[src/rtl/key_debouncer.sv]
// Key debouncer: 2-flop synchronizer feeding a four-state qualification FSM with registered outputs.
// Define KEY_REPEAT_EN to add hold-to-repeat pulses on key_press.
module key_debouncer #(
    parameter int unsigned STABLE_CYCLES = 4,
    parameter int unsigned REPEAT_DELAY  = 16,
    parameter int unsigned REPEAT_PERIOD = 8
) (
    input  logic clk,
    input  logic clear_n,
    input  logic key_raw,
    output logic key_level,
    output logic key_press,
    output logic key_release,
    output logic busy
);

    typedef enum logic [1:0] {
        StIdle,
        StPressWait,
        StPressed,
        StReleaseWait
    } state_e;

    localparam logic [7:0] CntLast = 8'(STABLE_CYCLES - 1);

    if (STABLE_CYCLES < 2 || STABLE_CYCLES > 255 || REPEAT_DELAY < 1 || REPEAT_DELAY > 255 ||
        REPEAT_PERIOD < 1 || REPEAT_PERIOD > 255) begin : g_param_check
        $error("key_debouncer: parameter out of legal range");
    end

    logic       sync_meta_q, sync_q;
    state_e     state_q, state_d;
    logic [7:0] cnt_q, cnt_d;
    logic [7:0] cnt_inc;
    logic       accept_press, accept_release;
    logic       press_d, level_d, busy_d;

    // Saturating so a mis-set counter can never wrap back into the trigger value.
    assign cnt_inc = (cnt_q == 8'hFF) ? cnt_q : cnt_q + 8'd1;

    always_comb begin
        state_d        = state_q;
        cnt_d          = cnt_q;
        accept_press   = 1'b0;
        accept_release = 1'b0;
        unique case (state_q)
            StIdle: begin
                if (sync_q) begin
                    state_d = StPressWait;
                    cnt_d   = 8'd1;
                end else begin
                    cnt_d = '0;
                end
            end
            StPressWait: begin
                if (!sync_q) begin
                    state_d = StIdle;
                    cnt_d   = '0;
                end else if (cnt_q == CntLast) begin
                    state_d      = StPressed;
                    cnt_d        = '0;
                    accept_press = 1'b1;
                end else begin
                    cnt_d = cnt_inc;
                end
            end
            StPressed: begin
                if (!sync_q) begin
                    state_d = StReleaseWait;
                    cnt_d   = 8'd1;
                end else begin
                    cnt_d = '0;
                end
            end
            StReleaseWait: begin
                if (sync_q) begin
                    state_d = StPressed;
                    cnt_d   = '0;
                end else if (cnt_q == CntLast) begin
                    state_d        = StIdle;
                    cnt_d          = '0;
                    accept_release = 1'b1;
                end else begin
                    cnt_d = cnt_inc;
                end
            end
        endcase
        level_d = (state_d == StPressed) || (state_d == StReleaseWait);
        busy_d  = (state_d == StPressWait) || (state_d == StReleaseWait);
    end

`ifdef KEY_REPEAT_EN
    logic [7:0] rep_q, rep_d, rep_inc, rep_target;
    logic       rep_armed_q, rep_armed_d;
    logic       rep_fire;

    // rep_armed_q marks that the first (long) repeat delay has already elapsed.
    assign rep_inc    = (rep_q == 8'hFF) ? rep_q : rep_q + 8'd1;
    assign rep_target = rep_armed_q ? 8'(REPEAT_PERIOD) : 8'(REPEAT_DELAY);

    always_comb begin
        rep_d       = rep_q;
        rep_armed_d = rep_armed_q;
        rep_fire    = 1'b0;
        unique case (state_q)
            StIdle, StPressWait: begin
                rep_d       = '0;
                rep_armed_d = 1'b0;
            end
            StPressed: begin
                if (rep_inc == rep_target) begin
                    rep_fire    = 1'b1;
                    rep_d       = '0;
                    rep_armed_d = 1'b1;
                end else begin
                    rep_d = rep_inc;
                end
            end
            StReleaseWait: begin
            end
        endcase
    end

    always_ff @(posedge clk or negedge clear_n) begin
        if (!clear_n) begin
            rep_q       <= '0;
            rep_armed_q <= 1'b0;
        end else begin
            rep_q       <= rep_d;
            rep_armed_q <= rep_armed_d;
        end
    end

    assign press_d = accept_press | rep_fire;
`else
    assign press_d = accept_press;
`endif

    always_ff @(posedge clk or negedge clear_n) begin
        if (!clear_n) begin
            sync_meta_q <= 1'b0;
            sync_q      <= 1'b0;
            state_q     <= StIdle;
            cnt_q       <= '0;
            key_level   <= 1'b0;
            key_press   <= 1'b0;
            key_release <= 1'b0;
            busy        <= 1'b0;
        end else begin
            sync_meta_q <= key_raw;
            sync_q      <= sync_meta_q;
            state_q     <= state_d;
            cnt_q       <= cnt_d;
            key_level   <= level_d;
            key_press   <= press_d;
            key_release <= accept_release;
            busy        <= busy_d;
        end
    end

endmodule

[config.mk]
export PLATFORM = sky130hd
export DESIGN_NAME = key_debouncer
export DESIGN_NICKNAME = d
export VERILOG_FILES = /design/src/rtl/key_debouncer.sv
export SDC_FILE = /design/constraint.sdc
export NUM_CORES = 1
export LEC_CHECK = 0
export BUFFER_PORTS_ARGS = -buffer_cell sky130_fd_sc_hd__clkbuf_2
export CAP_MARGIN = 40
export CORE_MARGIN = 3
export CORE_UTILIZATION = 50
export CTS_CLUSTER_DIAMETER = 50
export DETAILED_ROUTE_END_ITERATION = 16
export PLACE_DENSITY = 0.69
export SYNTH_ARGS = -nofsm -noshare
export SYNTH_HDL_FRONTEND = slang
export SYNTH_SLANG_ARGS = --single-unit
[constraint.sdc]
create_clock -name clk -period 2.4 [get_ports clk]
set_input_delay 0.24 -clock clk [delete_from_list [all_inputs] [get_ports clk]]
set_output_delay 0.24 -clock clk [all_outputs]
set_load 0.005 [all_outputs]
### After elaboration in Yosys (flattened, before gate mapping)

Index checks and enable logic that the tools add are counted.

| word-level totals | value |
|---|---|
| output and inout port bits | 4 |
| register bits after elaboration | 16 |
| logic and storage cells | 39 |

| cells by class | value |
|---|---|
| add/sub/neg operators | 1 |
| reduce and logical (&&, ||, !) cells | 3 |
| equality and inequality tests | 8 |
| muxes and demuxes | 19 |

Operators by type and width:

| kind | count |
|---|---|
| 2-to-1 mux 8 bit | 4 |
| case mux 8 bit (4 select lines) | 1 |
| 2-to-1 mux 2 bit | 6 |
| adder 8 x 1 -> 8 bit (second input constant) | 1 |
| equality test 2 bit (second input constant) | 4 |
| equality test 8 x 2 -> 1 bit (second input constant) | 1 |
| equality test 8 bit (second input constant) | 1 |
| case mux 2 bit (4 select lines) | 1 |
| 2-to-1 mux 1 bit | 7 |
| equality test 2 x 1 -> 1 bit (second input constant) | 2 |
| zero test 2 bit | 1 |
| logical OR 1 bit | 2 |

### Logic depth before layout (Yosys ltp)

Gate-level depths: netlist (run 1).

| depth | value |
|---|---|
| depth after elaboration | 6 |
| depth in mapped cells | 4 |

### Worst setup path after synthesis (run 1)

No wires, ideal clock.

| timing path | value |
|---|---|
| path kind | register to register |
| start | reg cnt_q[0] |
| end | reg key_level |
| slack | 0.547 ns |
| arrival time | 1.728 ns |
| cell stages (with the launch flop) | 5 |
| clock period less this slack | 1.853 ns |
| cell sequence | dfrtp_1 ha_1 or4b_4 nor4_4 mux2_4 |

| on the way | value |
|---|---|
| cells in the longest elaborated chain, start to end | 6 |
| elaborated cells between the ends (all ways) | 9 |

RTL lines:

| what | line | source |
|---|---|---|
| start, declared | 33 | `logic [7:0] cnt_q, cnt_d;` |
| start signal, assigned | 153 | `cnt_q <= cnt_d;` |
| equality test 8 x 2 -> 1 bit (*) | 59, 79 |  |
| 2-to-1 mux 2 bit, on equally long branches | 79, 59 |  |
| 2-to-1 mux 2 bit, on equally long branches | 76, 56 |  |
| case mux 2 bit (4 select lines) (*) | 46 | `unique case (state_q)` |
| equality test 2 bit | 88 | `level_d = (state_d == StPressed) \|\| (state_d == StReleaseWait);` |
| logical OR 1 bit (*) | 88 |  |
| via level_d | 36 | `logic press_d, level_d, busy_d;` |
| end signal, assigned | 154 | `key_level <= level_d;` |
| end, declared | 11 | `output logic key_level,` |

The timed path passes the listed nets; every way through them passes the cells marked *.

### Worst setup path after layout (run 1)

Ends and elaborated chain as after synthesis.

==> reports/metrics.cfg, run 1 <==
[status]
status=completed

[worst_setup_path]
critPathRequiredTime_ps=2570
crit_fanout=6
reg2reg_from=cnt_q[0]
crit_arrival_ps=2190
critPathLaunch=cnt_q[0]
start_kind=flop
endpoint_kind=flop
crit_type=flop to flop

[placement]
io_buffer_count=6
hpwl_um=910
gp_congestion=0.835
dp_slack_ps=422

[timing]
finalSetupViolCount=0
tightestPinTransition_ps=400
setup_ws_ps=385
fmax_mhz=496
slew_headroom_pct=73.3
finClkSkew_ps=5.40
hold_viol=0
period_needed_ps=2020
slew_viol_final=0
period_share_pct=84.0
rsz0062_at_grt=false
finalSetupTns_ps=0

[synthesis]
yosys_warnings=0
synth_nets=65
syn_area_um2=739
synth.distinct_cells=31
synth-seq-cells=15
synth-seq-area-share_pct=50.8
synth_cells=61
syn_avg_cell_area_um2=12.1

[min_path]
min_from=key_raw
hold_class=input port to flop

[die]
die_x_um=44.5
start_util_pct=54.8
io_pins=7
design.core.area_um2=1350
fp.dieArea_um2=1980
die_h_um=44.5
row_count=13

[global_route]
grt_pass1_wl_mm=2.25
first_global_vias=464
antenna_found_initial=0
overflow=0
grt_util_all_layers_pct=16.6
grt_max_degree=16

[detailed_routing]
wl_per_cell_um=15.5
firstDrtPassIters=4
viasPerCell=6.05
routed_wl_mm=1.33
initialDrtViolationCount=9
drc=0
vias=520
antenna_left=0

[clock_network]
postCtsHoldBufs=1
cts_buffer_depth=2
cts.htree.levels=1
clockRootBuffer=clkbuf_4
clk_latency_ps=280
cts_tree=yes
post_cts_buffers=0
clkSinkCount=15
path_clk_slew_ps=90
cts-buffers-inserted=3
cts_resized=0

[run]
max_cap_viol_count=0

[finish]
area_growth_pct=10.2
seq_area_um2=375
antenna_cells=0
multi_input_area_um2=349
nFillCells=124
finalNetCount=76
drive_above_1_share_pct=32.4

[pwr]
ir_drop_v=0.000535
leakage_uw=0.000351
p_per_area_nw_per_um2=839

-- final timing paths --
kind	endpoint	slack, ps	cells past startpoint
setup reg to reg	key_level	380	4
setup / recovery	key_level	380	4
hold reg to reg	sync_q	360	0
max in group asynchronous	cnt_q[4]	1740	2
min in group asynchronous	state_q[0]	400	2
hold / removal	sync_meta_q	60	1
-- area by class of cell --
type                       instances  area share [%]
clock buffer                       3            2.76
clock inverter                     1           0.614
inverter                           1           0.461
multi-input combinational         44            42.9
sequential                        15            46.1
tap                               15            2.30
timing repair buffer               7            4.92
-- synth_stat cells --
| master | number | share of area, % |
|---|---|---|
| and2b_2 | 2 | 2.4 |
| a311oi_1 | 1 | 1.2 |
| nand2_1 | 3 | 1.5 |
| a31oi_1 | 2 | 1.7 |
| ha_1 | 1 | 1.7 |
| o211ai_1 | 1 | 1.0 |
| and3_2 | 3 | 3.0 |
| o21ai_0 | 2 | 1.4 |
| or4b_4 | 1 | 1.9 |
| or4_1 | 1 | 1.0 |
| dfrtp_1 | 15 | 51 |
| inv_1 | 1 | 0.51 |
| xnor2_1 | 2 | 2.4 |
| a21oi_1 | 4 | 2.7 |
| and4b_2 | 1 | 1.5 |
| xor2_1 | 1 | 1.2 |
| o311ai_4 | 1 | 3.6 |
| nor2_1 | 1 | 0.51 |
| nor4_4 | 1 | 2.9 |
| nand3_1 | 4 | 2.7 |
| and3_1 | 1 | 0.85 |
| or2_2 | 1 | 0.85 |
| a21boi_0 | 1 | 1.0 |
| nand4_1 | 1 | 0.85 |
| nor4bb_1 | 1 | 1.4 |
| buf_6 | 1 | 1.5 |
| or3_1 | 1 | 0.85 |
| and4_1 | 1 | 1.2 |
| and3b_2 | 2 | 2.7 |
| mux2_4 | 1 | 2.0 |
| nor3_1 | 2 | 1.4 |
-- critical path: stages (launching register included) --
cell and delay (ps):
dfrtp_1 420, ha_1 280, or4b_4 530, nor4_4 350
mux2_4 330
-- cells in the final DEF (no fill, tap or decap), types with 2 or more instances in the layout --
master,instances
dfrtp_1,15
clkbuf_2,6
nand3_1,4
a21oi_1,4
and3_2,3
nand2_1,3
clkbuf_4,3
o21ai_0,2
xnor2_1,2
a31oi_1,2
nor3_1,2
and2b_2,2
and3b_2,2
-- flip-flops by register name, indices dropped and copies added, names as in the netlist --
name and flops:
busy 1, cnt_q 8, key_level 1, key_press 1, key_release 1, state_q 1
sync_meta_q 1, sync_q 1
-- cells by family after synthesis --
group | count (synthesis) | share of synthesized area (%)
xor+xnor | 3 | 3.55
buf+inv | 2 | 2.03
compound gates | 12 | 12.5
flops | 15 | 50.8
simple gates | 27 | 27.4
fa+ha+maj | 1 | 1.69
mux | 1 | 2.03
-- per-layer routing --
| metal | track usage (%) | vias to the layer above | routed length (um) |
|---|---|---|---|
| li1 | - | 256 | - |
| met1 | 22.3 | 250 | 652 |
| met5 | 0 | - | 0 |
| met4 | 12.7 | 0 | 40 |
| met3 | 3.66 | 4 | 43 |
| met2 | 23.0 | 10 | 598 |
-- through the flow --
step	area, um^2	total power, uW	cells	util, %	hold WS (ps)
4_1_cts	815	689	86	60.3	51.6
5_1_grt	815	730	86	60.3	44.4
3_3_place_gp	777	534	81	57.6	167
3_5_place_dp	777	541	81	57.6	167
6_report	815	683	86	60.3	62.4
2_1_floorplan	739	485	61	-	-55.6
-- report_power, final --
group	internal [uW]	switching, uW	leakage [uW]
Clock	61.9	81.3	0.0000177
Sequential	299	49.8	0.000197
Combinational	100	91.7	0.000136
Power figures use the tool's default switching activity.
==> run 2: changes to the inputs <==
==> constraint.sdc (replaced) <==
create_clock -name clk -period 2 [get_ports clk]
set_input_delay 0.2 -clock clk [delete_from_list [all_inputs] [get_ports clk]]
set_output_delay 0.2 -clock clk [all_outputs]
set_load 0.005 [all_outputs]
==> reports/metrics.cfg, run 2 (synthesis gave the netlist of run 1 again) <==
[status]
status=completed

[detailed_routing]
viasPerCell=6.19  ; +2.4%
routed_wl_mm=1.37  ; +2.8%
wl_per_cell_um=15.4  ; -0.69%
drc=0  ; unchanged
firstDrtPassIters=4  ; unchanged
vias=551  ; +6.0%
antenna_left=0  ; unchanged
initialDrtViolationCount=12  ; +3

[placement]
io_buffer_count=6  ; unchanged
hpwl_um=949  ; +4.2%
gp_congestion=0.804  ; -3.7%
dp_cells=83  ; +2.5%

[timing]
period_needed_ps=1900  ; -118 ps
tightestPinTransition_ps=411  ; +11.3 ps
hold_viol=0  ; unchanged
finalSetupTns_ps=0  ; unchanged
period_share_pct=94.9  ; +11 points
finClkSkew_ps=1.07  ; -4.32 ps
rsz0062_at_grt=false
fmax_mhz=527  ; +6.2%
finalSetupViolCount=0  ; unchanged
slew_headroom_pct=72.5  ; -0.75 points
slew_viol_final=0  ; unchanged

[finish]
fin_cells=89  ; +3.5%
final_common_cell=dfrtp_1
area_growth_pct=13.4
layout_common_cells=dfrtp_1 (15), clkbuf_2 (6), nand3_1 (4), a21oi_1 (4)
top_register=cnt_q
finalNetCount=79  ; +3.9%
drive_above_1_share_pct=32.4  ; +0.038 points
nFillCells=112  ; -9.7%
antenna_cells=0  ; unchanged
largest_reg_flops=8  ; unchanged

[clock_network]
clk_latency_ps=280  ; about the same
cts-buffers-inserted=3  ; unchanged
path_clk_slew_ps=80  ; about the same
cts.htree.levels=1  ; unchanged
cts_resized=0  ; unchanged
post_cts_buffers=0  ; unchanged
cts_tree=yes
clockRootBuffer=clkbuf_4
clkSinkCount=15  ; unchanged
cts_buffer_depth=2  ; unchanged

[global_route]
grt_util_all_layers_pct=17.3  ; +0.67 points
first_global_vias=485  ; +4.5%
antenna_found_initial=0  ; unchanged
grt_max_degree=16  ; unchanged
overflow=0  ; unchanged
grt_pass1_wl_mm=2.30  ; +2.4%

[worst_setup_path]
reg2reg_depth=4  ; unchanged
crit_type=flop to flop
rr_endpoint=key_level
crit_fanout=6  ; unchanged
crit_arrival_ps=2070  ; -120 ps
endpoint_kind=flop
start_kind=flop
critPathRequiredTime_ps=2170  ; -400 ps
reg2reg_from=cnt_q[0]
reg2reg_slack_ps=100  ; -280 ps

[die]
die_x_um=44.5  ; unchanged
start_util_pct=54.8  ; unchanged
row_count=13  ; unchanged
design.core.area_um2=1350  ; unchanged
fp.dieArea_um2=1980  ; unchanged
die_h_um=44.5  ; unchanged
io_pins=7  ; unchanged

[pwr]
clkPwrFrac_pct=20.6  ; -0.3 points
p_int_uw=562  ; +22%
comb_power_share_pct=29.0  ; +0.9 points
p_per_area_nw_per_um2=981  ; +17%
p_sw_share_pct=31.7  ; -0.94 points
design_power_total_uw=823  ; +20%
seq_power_share_pct=50.4  ; -0.6 points
switching_power_uw=260  ; +17%
leakage_uw=0.000363  ; +3.5%
ir_drop_v=0.000672  ; +26%

[min_path]
hold_class=input port to async pin

[run]
max_cap_viol_count=0  ; unchanged

[run 2: power groups by stage]
stage / combinational, uW / sequential, uW / clock (uW)
finish: 239 / 414 / 170
global route: 260 / 423 / 204
CTS: 239 / 414 / 177
detailed placement: 235 / 419 / 0
global placement: 232 / 415 / 0
floorplan: 171 / 411 / 0
[run 2: worst max-delay path by stage]
stage                 to  slack (ps)      from
6_report       key_level         100  cnt_q[0]
5_1_grt        key_level          50  cnt_q[0]
4_1_cts        key_level         110  cnt_q[0]
3_5_place_dp   key_level         130  cnt_q[0]
3_3_place_gp   key_level         180  cnt_q[0]
2_1_floorplan  key_level         150  cnt_q[0]
[run 2: area by class of cell]
| type | count | area (um^2) | share of cell area [%] |
|---|---|---|---|
| Clock buffer | 4 | 26.3 | 3.13 |
| Inverter | 1 | 3.75 | 0.448 |
| Multi-Input combinational cell | 44 | 349 | 41.6 |
| Sequential cell | 15 | 375 | 44.8 |
| Tap cell | 15 | 18.8 | 2.24 |
| Timing Repair Buffer | 10 | 65.1 | 7.76 |
[run 2: metrics by stage]
step	utilization, %	area (um^2)	hold slack, ps	worst slack [ps]
6_report	62.1	838	356	103
5_1_grt	62.1	838	366	47.8
4_1_cts	61.4	828	8.27	110
3_5_place_dp	58.7	792	133	134
3_3_place_gp	58.7	792	127	176
2_1_floorplan	-	739	-95.6	147
[run 2: critical path, cell delays in order (launching register included)]
cell     delay, ps
dfrtp_1        410
ha_1           190
or4b_4         500
nor4_4         350
mux2_4         330
[run 2: timing repair]
action,in CTS,in global routing
endpoints found under the setup margin,0,0
endpoints found under the hold margin,15,1
hold buffers,1,1
[run 2: per-layer routing]
| metal | up-vias | part of all wire (%) | track usage, % | wire length [um] |
|---|---|---|---|---|
| met1 | 267 | 46 | 23.3 | 626 |
| met2 | 22 | 46 | 23.3 | 629 |
| met4 | 0 | 1.8 | 12.7 | 24 |
| li1 | 258 | - | - | - |
| met3 | 4 | 6.6 | 4.88 | 90 |
| met5 | - | 0 | 0 | 0 |
==> run 3: changes to the inputs <==
--- a/config.mk
+++ b/config.mk
@@ -12,6 +12,7 @@
 export CTS_CLUSTER_DIAMETER = 50
 export DETAILED_ROUTE_END_ITERATION = 16
 export PLACE_DENSITY = 0.69
+export SETUP_SLACK_MARGIN = 0.2
 export SYNTH_ARGS = -nofsm -noshare
 export SYNTH_HDL_FRONTEND = slang
 export SYNTH_SLANG_ARGS = --single-unit
==> reports/metrics.cfg, run 3 (synthesis gave the netlist of run 1 again) <==
[status]
status=completed

[finish]
fin_cells=93  ; +4.5%
antenna_cells=0  ; unchanged
finalNetCount=83  ; +5.1%
nFillCells=111  ; -0.89%
area_growth_pct=19.3
seq_area_um2=377  ; +0.33%
top_register=cnt_q
layout_common_cells=dfrtp_1 (14), clkbuf_2 (6), buf_4 (6), nand3_1 (4), a21oi_1 (4)
drive_above_1_share_pct=38.5  ; +6.0 points
final_common_cell=dfrtp_1
multi_input_area_um2=362  ; +3.6%
utilization_pct=65.3  ; +3.2 points
largest_reg_flops=8  ; unchanged

[detailed_routing]
drc=0  ; unchanged
antenna_left=0  ; unchanged
wl_per_cell_um=15.2  ; -1.6%
vias=550  ; -0.18%
viasPerCell=5.91  ; -4.5%
firstDrtPassIters=4  ; unchanged
initialDrtViolationCount=13  ; +1
routed_wl_mm=1.41  ; +2.8%

[placement]
dp_cells=82  ; -1.2%
io_buffer_count=6  ; unchanged
gp_congestion=0.822  ; +2.2%
hpwl_um=937  ; -1.2%

[die]
row_count=13  ; unchanged
fp.dieArea_um2=1980  ; unchanged
die_x_um=44.5  ; unchanged
die_h_um=44.5  ; unchanged
design.core.area_um2=1350  ; unchanged
io_pins=7  ; unchanged
start_util_pct=54.8  ; unchanged

[global_route]
grt_pass1_wl_mm=2.39  ; +3.9%
grt_max_degree=16  ; unchanged
grt_util_all_layers_pct=17.4  ; +0.13 points
first_global_vias=488  ; +0.62%
antenna_found_initial=0  ; unchanged
overflow=0  ; unchanged

[clock_network]
clkSinkCount=15  ; unchanged
clockRootBuffer=clkbuf_4
cts-buffers-inserted=3  ; unchanged
cts.htree.levels=1  ; unchanged
cts_tree=yes
clk_latency_ps=280  ; about the same
cts_buffer_depth=2  ; unchanged
path_clk_slew_ps=80  ; about the same

[timing]
slew_viol_final=0  ; unchanged
finClkSkew_ps=1.58  ; +0.508 ps
period_share_pct=87.2  ; -7.6 points
tightestPinTransition_ps=432  ; +20.7 ps
period_needed_ps=1740  ; -152 ps
finalSetupViolCount=0  ; unchanged
slew_headroom_pct=71.1  ; -1.4 points
fmax_mhz=573  ; +8.7%
finalSetupTns_ps=0  ; unchanged
hold_viol=0  ; unchanged
rsz0062_at_grt=false

[worst_setup_path]
cpMaxStageDelayCell=or4b_4
slowest_delay_ps=500  ; about the same
path_buf_inv=0  ; unchanged
reg2reg_from=cnt_q[1]
endpoint_kind=flop
cp.depth=4  ; unchanged
crit_arrival_ps=1900  ; -170 ps
crit_fanout=7  ; +1
crit_type=flop to flop
critPathRequiredTime_ps=2150  ; -20 ps
reg2reg_depth=4  ; unchanged
critPathLaunch=cnt_q[1]
crit_family=simple AND/OR/NAND/NOR gates
start_kind=flop
crit_chain=ha_4 -> or4b_4 -> o311ai_4 -> nor3_1

[min_path]
hold_class=input port to async pin

[pwr]
ir_drop_v=0.000665  ; -1.1%
leakage_uw=0.000382  ; +5.2%
p_per_area_nw_per_um2=992  ; +1.1%

[run]
max_cap_viol_count=0  ; unchanged

[run 3: stage by stage]
| stage | setup WS (ps) | hold WS [ps] | instance area, um^2 | total power, uW |
|---|---|---|---|---|
| floorplan | 223 | -95.6 | 739 | 581 |
| global placement | 150 | 126 | 785 | 641 |
| detailed placement | 85.9 | 131 | 785 | 653 |
| CTS | 171 | 10.6 | 865 | 875 |
| global route | 205 | 377 | 882 | 929 |
| finish | 255 | 354 | 882 | 875 |
[run 3: area by class of cell]
class | count | area share (%)
multi-input combinational | 44 | 41.0
clock buffer | 4 | 2.98
sequential | 15 | 42.7
tap | 15 | 2.13
timing repair buffer | 14 | 10.8
inverter | 1 | 0.426
[run 3: path summary, 6_finish.rpt]
kind | end | slack [ps]
worst min register to register | sync_q | 360
max in group asynchronous | cnt_q[2] | 1360
min in group clk | sync_q | 360
worst max-delay path | cnt_q[6] | 260
worst max register to register | cnt_q[6] | 260
worst min-delay path | state_q[0] | 350
[run 3: timing repair]
item | CTS | global route
gates cloned | 0 | 0
hold endpoints to repair | 15 | 1
buffers inserted | 4 | 1
hold buffers | 1 | 1
pin swaps | 2 | 1
resized for setup | 3 | 0
endpoints found under the setup margin | 11 | 4
[run 3: routing by layer]
metal,vias to the layer above,GRT usage (%),share of wire (%)
li1,265,-,-
met3,4,3.66,4.6
met1,266,26.5,50
met2,15,21.8,43
met5,-,0,0
met4,0,10.8,2.2
[run 3: power by group]
group / total [uW] / switching (uW) / internal [uW]
registers: 414 / 55.5 / 359
clock network: 171 / 93.1 / 77.4
logic: 290 / 133 / 157
